==> src/rtl/fpu_requester.sv <==
// fpu_requester: initiator-side sequencer for the FPU controller stb/ack
// protocol. Accepts one request (op, a, b) from the core, drives the operand
// strobes, collects the result over out_stb/out_ack and returns a one-cycle
// response.
//
// Optional feature: define FPU_REQ_TIMEOUT_EN to add a watchdog that aborts
// SEND/WAIT after TIMEOUT_CYCLES clocks with resp_err=1. Without it the
// sequencer waits on the FPU indefinitely.
//
// Handshake rules: a request is accepted at a rising edge where
// req_valid && req_ready; an operand transfers at an edge where
// fpu_inN_stb && fpu_inN_ack; the result transfers at an edge where
// fpu_out_stb && fpu_out_ack. Strobes never drop before their transfer
// (except on watchdog abort or reset).
module fpu_requester #(
    parameter logic [3:0] LAST_OP        = 4'd7,
    parameter int         TIMEOUT_CYCLES = 1024
) (
    input  logic        clk,
    input  logic        reset_n,
    input  logic        req_valid,
    output logic        req_ready,
    input  logic [3:0]  req_op,
    input  logic [31:0] req_a,
    input  logic [31:0] req_b,
    output logic        busy,
    output logic        resp_valid,
    output logic [31:0] resp_data,
    output logic        resp_err,
    output logic [3:0]  fpu_op,
    output logic [31:0] fpu_in1,
    output logic [31:0] fpu_in2,
    output logic        fpu_in1_stb,
    output logic        fpu_in2_stb,
    input  logic        fpu_in1_ack,
    input  logic        fpu_in2_ack,
    input  logic [31:0] fpu_out,
    input  logic        fpu_out_stb,
    output logic        fpu_out_ack,
    output logic [1:0]  dbg_state_o
);

    typedef enum logic [1:0] {
        S_IDLE = 2'd0,
        S_SEND = 2'd1,
        S_WAIT = 2'd2,
        S_RESP = 2'd3
    } state_t;

    // A watchdog limit of zero would time out before any cycle is counted.
    if (TIMEOUT_CYCLES < 1) begin : g_bad_timeout
        $error("fpu_requester: TIMEOUT_CYCLES must be at least 1");
    end

    state_t      state_q;
    logic [3:0]  op_q;
    logic [31:0] in1_q;
    logic [31:0] in2_q;
    logic        in1_stb_q;
    logic        in2_stb_q;
    logic        resp_valid_q;
    logic        resp_err_q;
    logic [31:0] resp_data_q;

    // Strobe values for the next cycle while in SEND: a strobe drops once
    // its operand has been taken and stays low.
    logic        in1_stb_d;
    logic        in2_stb_d;

`ifdef FPU_REQ_TIMEOUT_EN
    localparam int CW = $clog2(TIMEOUT_CYCLES + 1);
    logic [CW-1:0] cnt_q;
    logic          tmo;

    // Watchdog fires on the edge that completes the TIMEOUT_CYCLES-th
    // counted cycle in SEND/WAIT.
    assign tmo = (cnt_q == CW'(TIMEOUT_CYCLES - 1));
`endif

    // Per-operand transfer tracking; a transfer clears its own strobe.
    always_comb begin
        in1_stb_d = in1_stb_q && !fpu_in1_ack;
        in2_stb_d = in2_stb_q && !fpu_in2_ack;
    end

    // Sequencer FSM with registered FPU-side and response outputs.
    always_ff @(posedge clk or negedge reset_n) begin
        if (!reset_n) begin
            state_q      <= S_IDLE;
            op_q         <= '0;
            in1_q        <= '0;
            in2_q        <= '0;
            in1_stb_q    <= 1'b0;
            in2_stb_q    <= 1'b0;
            resp_valid_q <= 1'b0;
            resp_err_q   <= 1'b0;
            resp_data_q  <= '0;
`ifdef FPU_REQ_TIMEOUT_EN
            cnt_q        <= '0;
`endif
        end else begin
            case (state_q)
                S_IDLE: begin
                    if (req_valid) begin
                        op_q  <= req_op;
                        in1_q <= req_a;
                        in2_q <= req_b;
                        if (req_op > LAST_OP) begin
                            // Illegal op completes locally; the FPU never sees a strobe.
                            state_q      <= S_RESP;
                            resp_valid_q <= 1'b1;
                            resp_err_q   <= 1'b1;
                            resp_data_q  <= '0;
                        end else begin
                            state_q   <= S_SEND;
                            in1_stb_q <= 1'b1;
                            in2_stb_q <= 1'b1;
`ifdef FPU_REQ_TIMEOUT_EN
                            cnt_q     <= '0;
`endif
                        end
                    end
                end
                S_SEND: begin
                    in1_stb_q <= in1_stb_d;
                    in2_stb_q <= in2_stb_d;
                    if (!in1_stb_d && !in2_stb_d) begin
                        state_q <= S_WAIT;
                    end
`ifdef FPU_REQ_TIMEOUT_EN
                    else if (tmo) begin
                        in1_stb_q    <= 1'b0;
                        in2_stb_q    <= 1'b0;
                        state_q      <= S_RESP;
                        resp_valid_q <= 1'b1;
                        resp_err_q   <= 1'b1;
                        resp_data_q  <= '0;
                    end
                    cnt_q <= cnt_q + 1'b1;
`endif
                end
                S_WAIT: begin
                    if (fpu_out_stb) begin
                        state_q      <= S_RESP;
                        resp_valid_q <= 1'b1;
                        resp_err_q   <= 1'b0;
                        resp_data_q  <= fpu_out;
                    end
`ifdef FPU_REQ_TIMEOUT_EN
                    else if (tmo) begin
                        state_q      <= S_RESP;
                        resp_valid_q <= 1'b1;
                        resp_err_q   <= 1'b1;
                        resp_data_q  <= '0;
                    end
                    cnt_q <= cnt_q + 1'b1;
`endif
                end
                S_RESP: begin
                    resp_valid_q <= 1'b0;
                    state_q      <= S_IDLE;
                end
                default: begin
                    state_q <= S_IDLE;
                end
            endcase
        end
    end

    // State-decoded outputs; fpu_out_ack has no path from fpu_out_stb.
    assign req_ready   = (state_q == S_IDLE);
    assign busy        = (state_q != S_IDLE);
    assign fpu_out_ack = (state_q == S_WAIT);
    assign dbg_state_o = state_q;

    assign fpu_op      = op_q;
    assign fpu_in1     = in1_q;
    assign fpu_in2     = in2_q;
    assign fpu_in1_stb = in1_stb_q;
    assign fpu_in2_stb = in2_stb_q;
    assign resp_valid  = resp_valid_q;
    assign resp_err    = resp_err_q;
    assign resp_data   = resp_data_q;

endmodule
==> config.mk <==
export PLATFORM = sky130hd
export DESIGN_NAME = fpu_requester
export DESIGN_NICKNAME = d
export VERILOG_FILES = /design/src/rtl/fpu_requester.sv
export SDC_FILE = /design/constraint.sdc
export NUM_CORES = 1
export LEC_CHECK = 0
export BUFFER_PORTS_ARGS = -buffer_cell sky130_fd_sc_hd__buf_2
export CAP_MARGIN = 20
export CORE_UTILIZATION = 41
export CTS_CLUSTER_DIAMETER = 50
export DETAILED_ROUTE_END_ITERATION = 10
export PLACE_DENSITY = 0.76
export SLEW_MARGIN = 20
export SYNTH_ARGS = -nofsm -noshare
export SYNTH_HDL_FRONTEND = slang
export SYNTH_SLANG_ARGS = --single-unit
==> constraint.sdc <==
create_clock -name clk -period 1.9 [get_ports clk]
set_clock_uncertainty 0.05 [all_clocks]
set_input_delay 0.38 -clock clk [delete_from_list [all_inputs] [get_ports clk]]
set_output_delay 0.38 -clock clk [all_outputs]
set_load 0.05 [all_outputs]
==> flow_metrics.tcl, run 1 <==
set metrics [dict create \
    synth_adder_area_share_pct 1.49 \
    start_util_pct 42.7 \
    setup_violations 0 \
    path_max_fanout 8 \
    drt-initial-drc-count 97 \
    r2r_cells 7 \
    syn_avg_cell_area_um2 12.8 \
    synth_warnings 0 \
    synth_cell_types 24 \
    slew_headroom_pct 80.0 \
    synth_edf_count 0 \
    arrival_ns 1.39 \
    grt_max_degree 57 \
    reg2reg_from "dbg_state_o[0]" \
    fill_cells 820 \
    synth_top_family_by_area "multiplexers" \
    grt_pass1_wl_um 14400 \
    synth-seq-area-share_pct 63.0 \
    cts-buffers-inserted 9 \
    port_buffers 214 \
    outcome "finished, final reports clean" \
    slowest_delay_ns 0.45 \
    first_pass_iters 4 \
    endpoint "busy" \
    layout_min_cycle_time_ns 1.82 \
    max_slew.worst_pin.slew_ns 0.299 \
    yosysMostFrequentCell "dfrtp_1" \
    wl_um 9730 \
    final_area_um2 5780 \
    finalCritPeriodShare_pct 95.9 \
    cts.root.buffer_cell "clkbuf_8" \
    crit_path_start "dbg_state_o[0]" \
    clk_path_buf_depth 2 \
    insertion_delay_ns 0.35 \
    synthCells 328 \
    antenna_found_initial 1 \
    dp_hpwl_um 7400 \
    synth_area_um2 4210 \
    reg2reg_slack_ns 0.16 \
    vias 3250 \
    reg2reg_to "resp_data[15]" \
    synthSimpleGateAreaFrac_pct 11.4 \
    die_h_um 103 \
    placed_area_um2 5540 \
    cts_tree "done" \
    hold_viol_final 0 \
    grt_pass1_vias 3032 \
    timing_worst_setup_path_type "flop to output pin" \
    area_growth_pct 37.5 \
    required_ns 1.47 \
    yosysTopAreaCell "dfrtp_1" \
    worstPathCellList "inv_4 > ha_4 > inv_1 > buf_2" \
    synth_top_area_share_pct 63.0 \
    num_rows 36 \
    min_path_type "input port to flop" \
    routedWlPerCell_um 14.2 \
    worstSetupEndpointType "output pin" \
    die_area_um2 10700 \
    grtUsageTotal_pct 17.9 \
    grt_overflow 0 \
    htree_levels 3 \
    drv_slew 0 \
    clk_pin_slew_worst_paths_ns 0.09 \
    synthXorXnorAreaFrac_pct 0 \
    cts.sink_count 106 \
    fp.dieW_um 103 \
    synth_compound_area_share_pct 2.11 \
    drc_errors 0 \
    synthTopCellsByArea "dfrtp_1 63%, mux2_2 18%, nand2_1 6.2%, nand3_1 3.8%, ha_1 1.5%" \
    synth.top_cells.by_count "106 x dfrtp_1, 69 x nand2_1, 68 x mux2_2" \
    fmax_ghz 0.549 \
    async_flop_share_pct 100 \
    synth.net_count 439 \
    vias_per_cell 4.73 \
    drive_gt1_share_pct 58.0 \
    pin_count 215 \
    routabilityCongestion 0.770 \
    drv_cap 0 \
    antenna_left 0 \
    critical_path.startpoint_type "flop" \
    ys.flop_type "dfrtp_1" \
    synth_seq_cells 106 \
    core-area_um2 9860 \
    nNetsFinal 660 \
    synthMuxAreaShare_pct 18.7 \
    crit_path_top_delay_cell "dfrtp_2" \
]
routing by layer:
metal	share of wire [%]	track usage [%]	vias to the layer above
met3	6.6	4.84	16
met4	1.9	8.67	0
met2	51	30.8	114
met1	40	20.8	1568
met5	0	0	-
li1	-	-	1552
critical path: cells and delay by family (launching register included):
| family | cells | cell delay [ns] |
|---|---|---|
| DFF | 1 | 0.45 |
| buffers and inverters | 3 | 0.41 |
| adders and majority gates | 1 | 0.19 |
kinds of logic (layout without fill, tap and decap cells):
| group | count (synthesis) | count (layout) |
|---|---|---|
| AO/OA/AOI/OAI | 13 | 13 |
| adder cells (fa/ha/maj) | 5 | 5 |
| buffers and inverters | 24 | 249 |
| flip-flops | 106 | 106 |
| multiplexers | 70 | 70 |
| other | 0 | 1 |
| AND/OR/NAND/NOR | 110 | 110 |
registers in the layout, indices dropped and copies added, names as in the netlist:
signal and count:
fpu_op 4, fpu_in1_stb 1, fpu_in1 32, resp_data 32, fpu_in2 32, fpu_in2_stb 1, resp_valid 1, resp_err 1
dbg_state_o 2
per-stage QoR:
stage               instances  util, %  hold slack (ns)  setup WS (ns)   TNS (ns)
finish                    687     58.6            0.201         0.0788          0
global route              687     58.6            0.173      -0.000542  -0.000542
CTS                       683     58.3            0.172        0.00681          0
detailed placement        667     56.2            0.241          0.152          0
global placement          667     56.2            0.234          0.227          0
floorplan                 328        -           0.0344         -0.111      -4.00
worst min path at each step:
| stage | endpoint | slack [ns] | from | cells after the start |
|---|---|---|---|---|
| 5_1_grt | resp_data[2] | 0.17 | fpu_out[2] | 3 |
| 2_1_floorplan | dbg_state_o[0] | 0.03 | reset_n | 0 |
| 4_1_cts | resp_data[8] | 0.17 | fpu_out[8] | 3 |
| 3_5_place_dp | fpu_in2[22] | 0.24 | reset_n | 1 |
| 6_report | resp_data[8] | 0.20 | fpu_out[8] | 3 |
| 3_3_place_gp | fpu_in2[25] | 0.23 | reset_n | 1 |
area by class of cell:
| type | count | area [µm²] | share of cell area [%] |
|---|---|---|---|
| inverters | 5 | 21.3 | 0.368 |
| diodes | 1 | 2.50 | 0.0433 |
| multi-input cells | 198 | 1470 | 25.4 |
| clock buffers | 13 | 169 | 2.92 |
| repair buffers | 229 | 1270 | 21.9 |
| well taps | 133 | 166 | 2.88 |
| flip-flops and latches | 106 | 2660 | 45.9 |
| clock inverters | 2 | 35.0 | 0.606 |
repair_timing:
action | in CTS | in global routing
gates resized for setup | 0 | 2
endpoints found under the setup margin | 0 | 3
setup buffers | 0 | 3
hold buffers | 1 | 0
hold endpoints to repair | 19 | 0
cell usage in the layout, fill, tap and decap left out, types with 2 or more instances in the layout:
master,synthesis,layout
mux2_2,68,68
dfrtp_2,0,2
inv_1,5,3
or3_1,2,2
nand2_1,69,68
buf_4,3,9
buf_12,0,6
a22o_1,2,2
clkbuf_4,0,2
nor2b_1,3,3
o21ai_0,5,5
ha_1,5,3
mux2i_1,2,2
nand3_1,32,32
dfrtp_1,106,104
clkbuf_8,0,12
ha_4,0,2
buf_2,10,211
Power of run 1 is not shown: default switching activity piles up to over one toggle a cycle in this logic, so the estimate is an artifact.
==> run 2, diff against run 1 <==
- CORE_UTILIZATION: 41 -> 49
- PLACE_DENSITY: 0.76 -> 0.85
- clock period: 1.9 -> 2.3 ns (I/O delays scaled with it)
==> run 2 against run 1 <==
  * Sequential share of layout area increased by 1.4 points
  * Count of clock-buffer cells in the layout decreased by 3
  * Wire length increased by 0.87%
  * Via count decreased by 0.31%
  * Global-route usage increased by 3.7 points
  * Register-to-register slack improved by 0.10 ns
  * Highest routed layer unchanged
==> flow_metrics.tcl, run 2 (synthesized netlist as in run 1, its figures left out) <==
set metrics [dict create \
    grt_pass1_wl_um 14700 \
    cts_hold_buffers 1 \
    layout_min_cycle_time_ns 2.07 \
    critical_path.startpoint_type "flop" \
    outcome "finished, final reports clean" \
    setup_ws_ns 0.234 \
    vias 3240 \
    num_antenna_cells 0 \
    finalCritPeriodShare_pct 89.8 \
    drc_errors 0 \
    routedWlPerCell_um 15.1 \
    cts.sink_count 106 \
    fmax_ghz 0.484 \
    dp_hpwl_um 7460 \
    timing_worst_setup_path_type "flop to output pin" \
    pin_count 215 \
    reg2reg_to "resp_data[31]" \
    post_cts_buffers 0 \
    vias_per_cell 4.98 \
    pre_cts_ws_ns 0.259 \
    reg2reg_slack_ns 0.26 \
    fin_tns_setup_ns 0 \
    grt_pass1_vias 3058 \
    dpl.cell_count 636 \
    worstPathCellList "inv_1 > ha_2 > buf_2" \
    fin_cells 651 \
    multi_input_area_um2 1430 \
    cts.root.buffer_cell "clkbuf_8" \
    first_pass_iters 4 \
    path_max_fanout 10 \
    routabilityCongestion 0.799 \
    insertion_delay_ns 0.34 \
    setup_violations 0 \
    reg2reg_from "dbg_state_o[1]" \
    rsz0062_at_grt "no" \
    regArea_um2 2660 \
    most-common-layout-cells "213 x buf_2, 104 x dfrtp_1, 68 x mux2_2, 68 x nand2_1, 32 x nand3_1" \
    r2r_cells 7 \
    drv_slew 0 \
    fill_cells 652 \
    drive_gt1_share_pct 56.8 \
    cts-buffers-inserted 9 \
    grtUsageTotal_pct 21.7 \
    crit_path_start "dbg_state_o[1]" \
    nNetsFinal 654 \
    min_path_type "input port to flop" \
    grt_overflow 0 \
    die_area_um2 8960 \
    endpoint "req_ready" \
    die_h_um 94.7 \
    cp_top_family "flip-flops" \
    fp.dieW_um 94.7 \
    drt-initial-drc-count 93 \
    arrival_ns 1.56 \
    antenna_left 0 \
    area_growth_pct 33.4 \
    hold_viol_final 0 \
    worstSetupEndpointType "output pin" \
    cts_tree "done" \
    slowest_delay_ns 0.44 \
    wl_um 9810 \
    critPathBufInv 2 \
    core-area_um2 8260 \
    layout_commonest_cell "buf_2" \
    port_buffers 214 \
    clk_path_buf_depth 2 \
    slew_headroom_pct 73.3 \
    final_util_pct 68.0 \
    antenna_found_initial 0 \
    grt_max_degree 54 \
    worst-path-stages 3 \
    cts-resized-gates 0 \
    start_util_pct 51.0 \
    num_rows 33 \
    required_ns 1.79 \
    crit_path_top_delay_cell "dfrtp_2" \
    clk_pin_slew_worst_paths_ns 0.10 \
    max_slew.worst_pin.slew_ns 0.401 \
    drv_cap 0 \
    htree_levels 3 \
]
[run 2: stage by stage]
step / hold WS, ns / area, µm²
after floorplan: 0.114 / 4220
final: 0.279 / 5610
after global placement: 0.356 / 5420
after global routing: 0.252 / 5610
after detailed placement: 0.366 / 5420
after CTS: 0.265 / 5610
[run 2: cell type report]
cell class / count / area share (%)
tap: 105 / 2.34
sequential: 106 / 47.3
inverter: 5 / 0.334
clock buffer: 10 / 2.27
multi-input combinational: 198 / 25.5
clock inverter: 4 / 0.959
timing repair buffer: 223 / 21.3
[run 2: worst register-to-register path, stage by stage, from the launching register on]
cell and delay (ns):
dfrtp_2 0.44, inv_1 0.13, ha_2 0.33, nor2_1 0.13, or3_1 0.51, buf_12 0.21
nand2_1 0.09, nand2_1 0.05
[run 2: worst min-delay path by stage]
stage                     startpoint              to  slack, ns  cells after the start
after global routing       req_a[13]     fpu_in1[13]       0.25                      2
after CTS                  req_a[13]     fpu_in1[13]       0.26                      2
after detailed placement     reset_n      fpu_in2[5]       0.37                      1
after global placement       reset_n      fpu_in2[1]       0.36                      1
after floorplan              reset_n  dbg_state_o[0]       0.11                      0
final                     fpu_out[7]    resp_data[7]       0.28                      3
[run 2: routing by layer]
metal  wire length (µm)  share of wire (%)  global-route usage [%]
met5                  0                  0                       0
met4                138                1.4                    7.20
met2               4870                 50                    36.2
met1               4060                 41                    27.8
met3                737                7.5                    5.15
Power of run 2 is left out for the same reason.
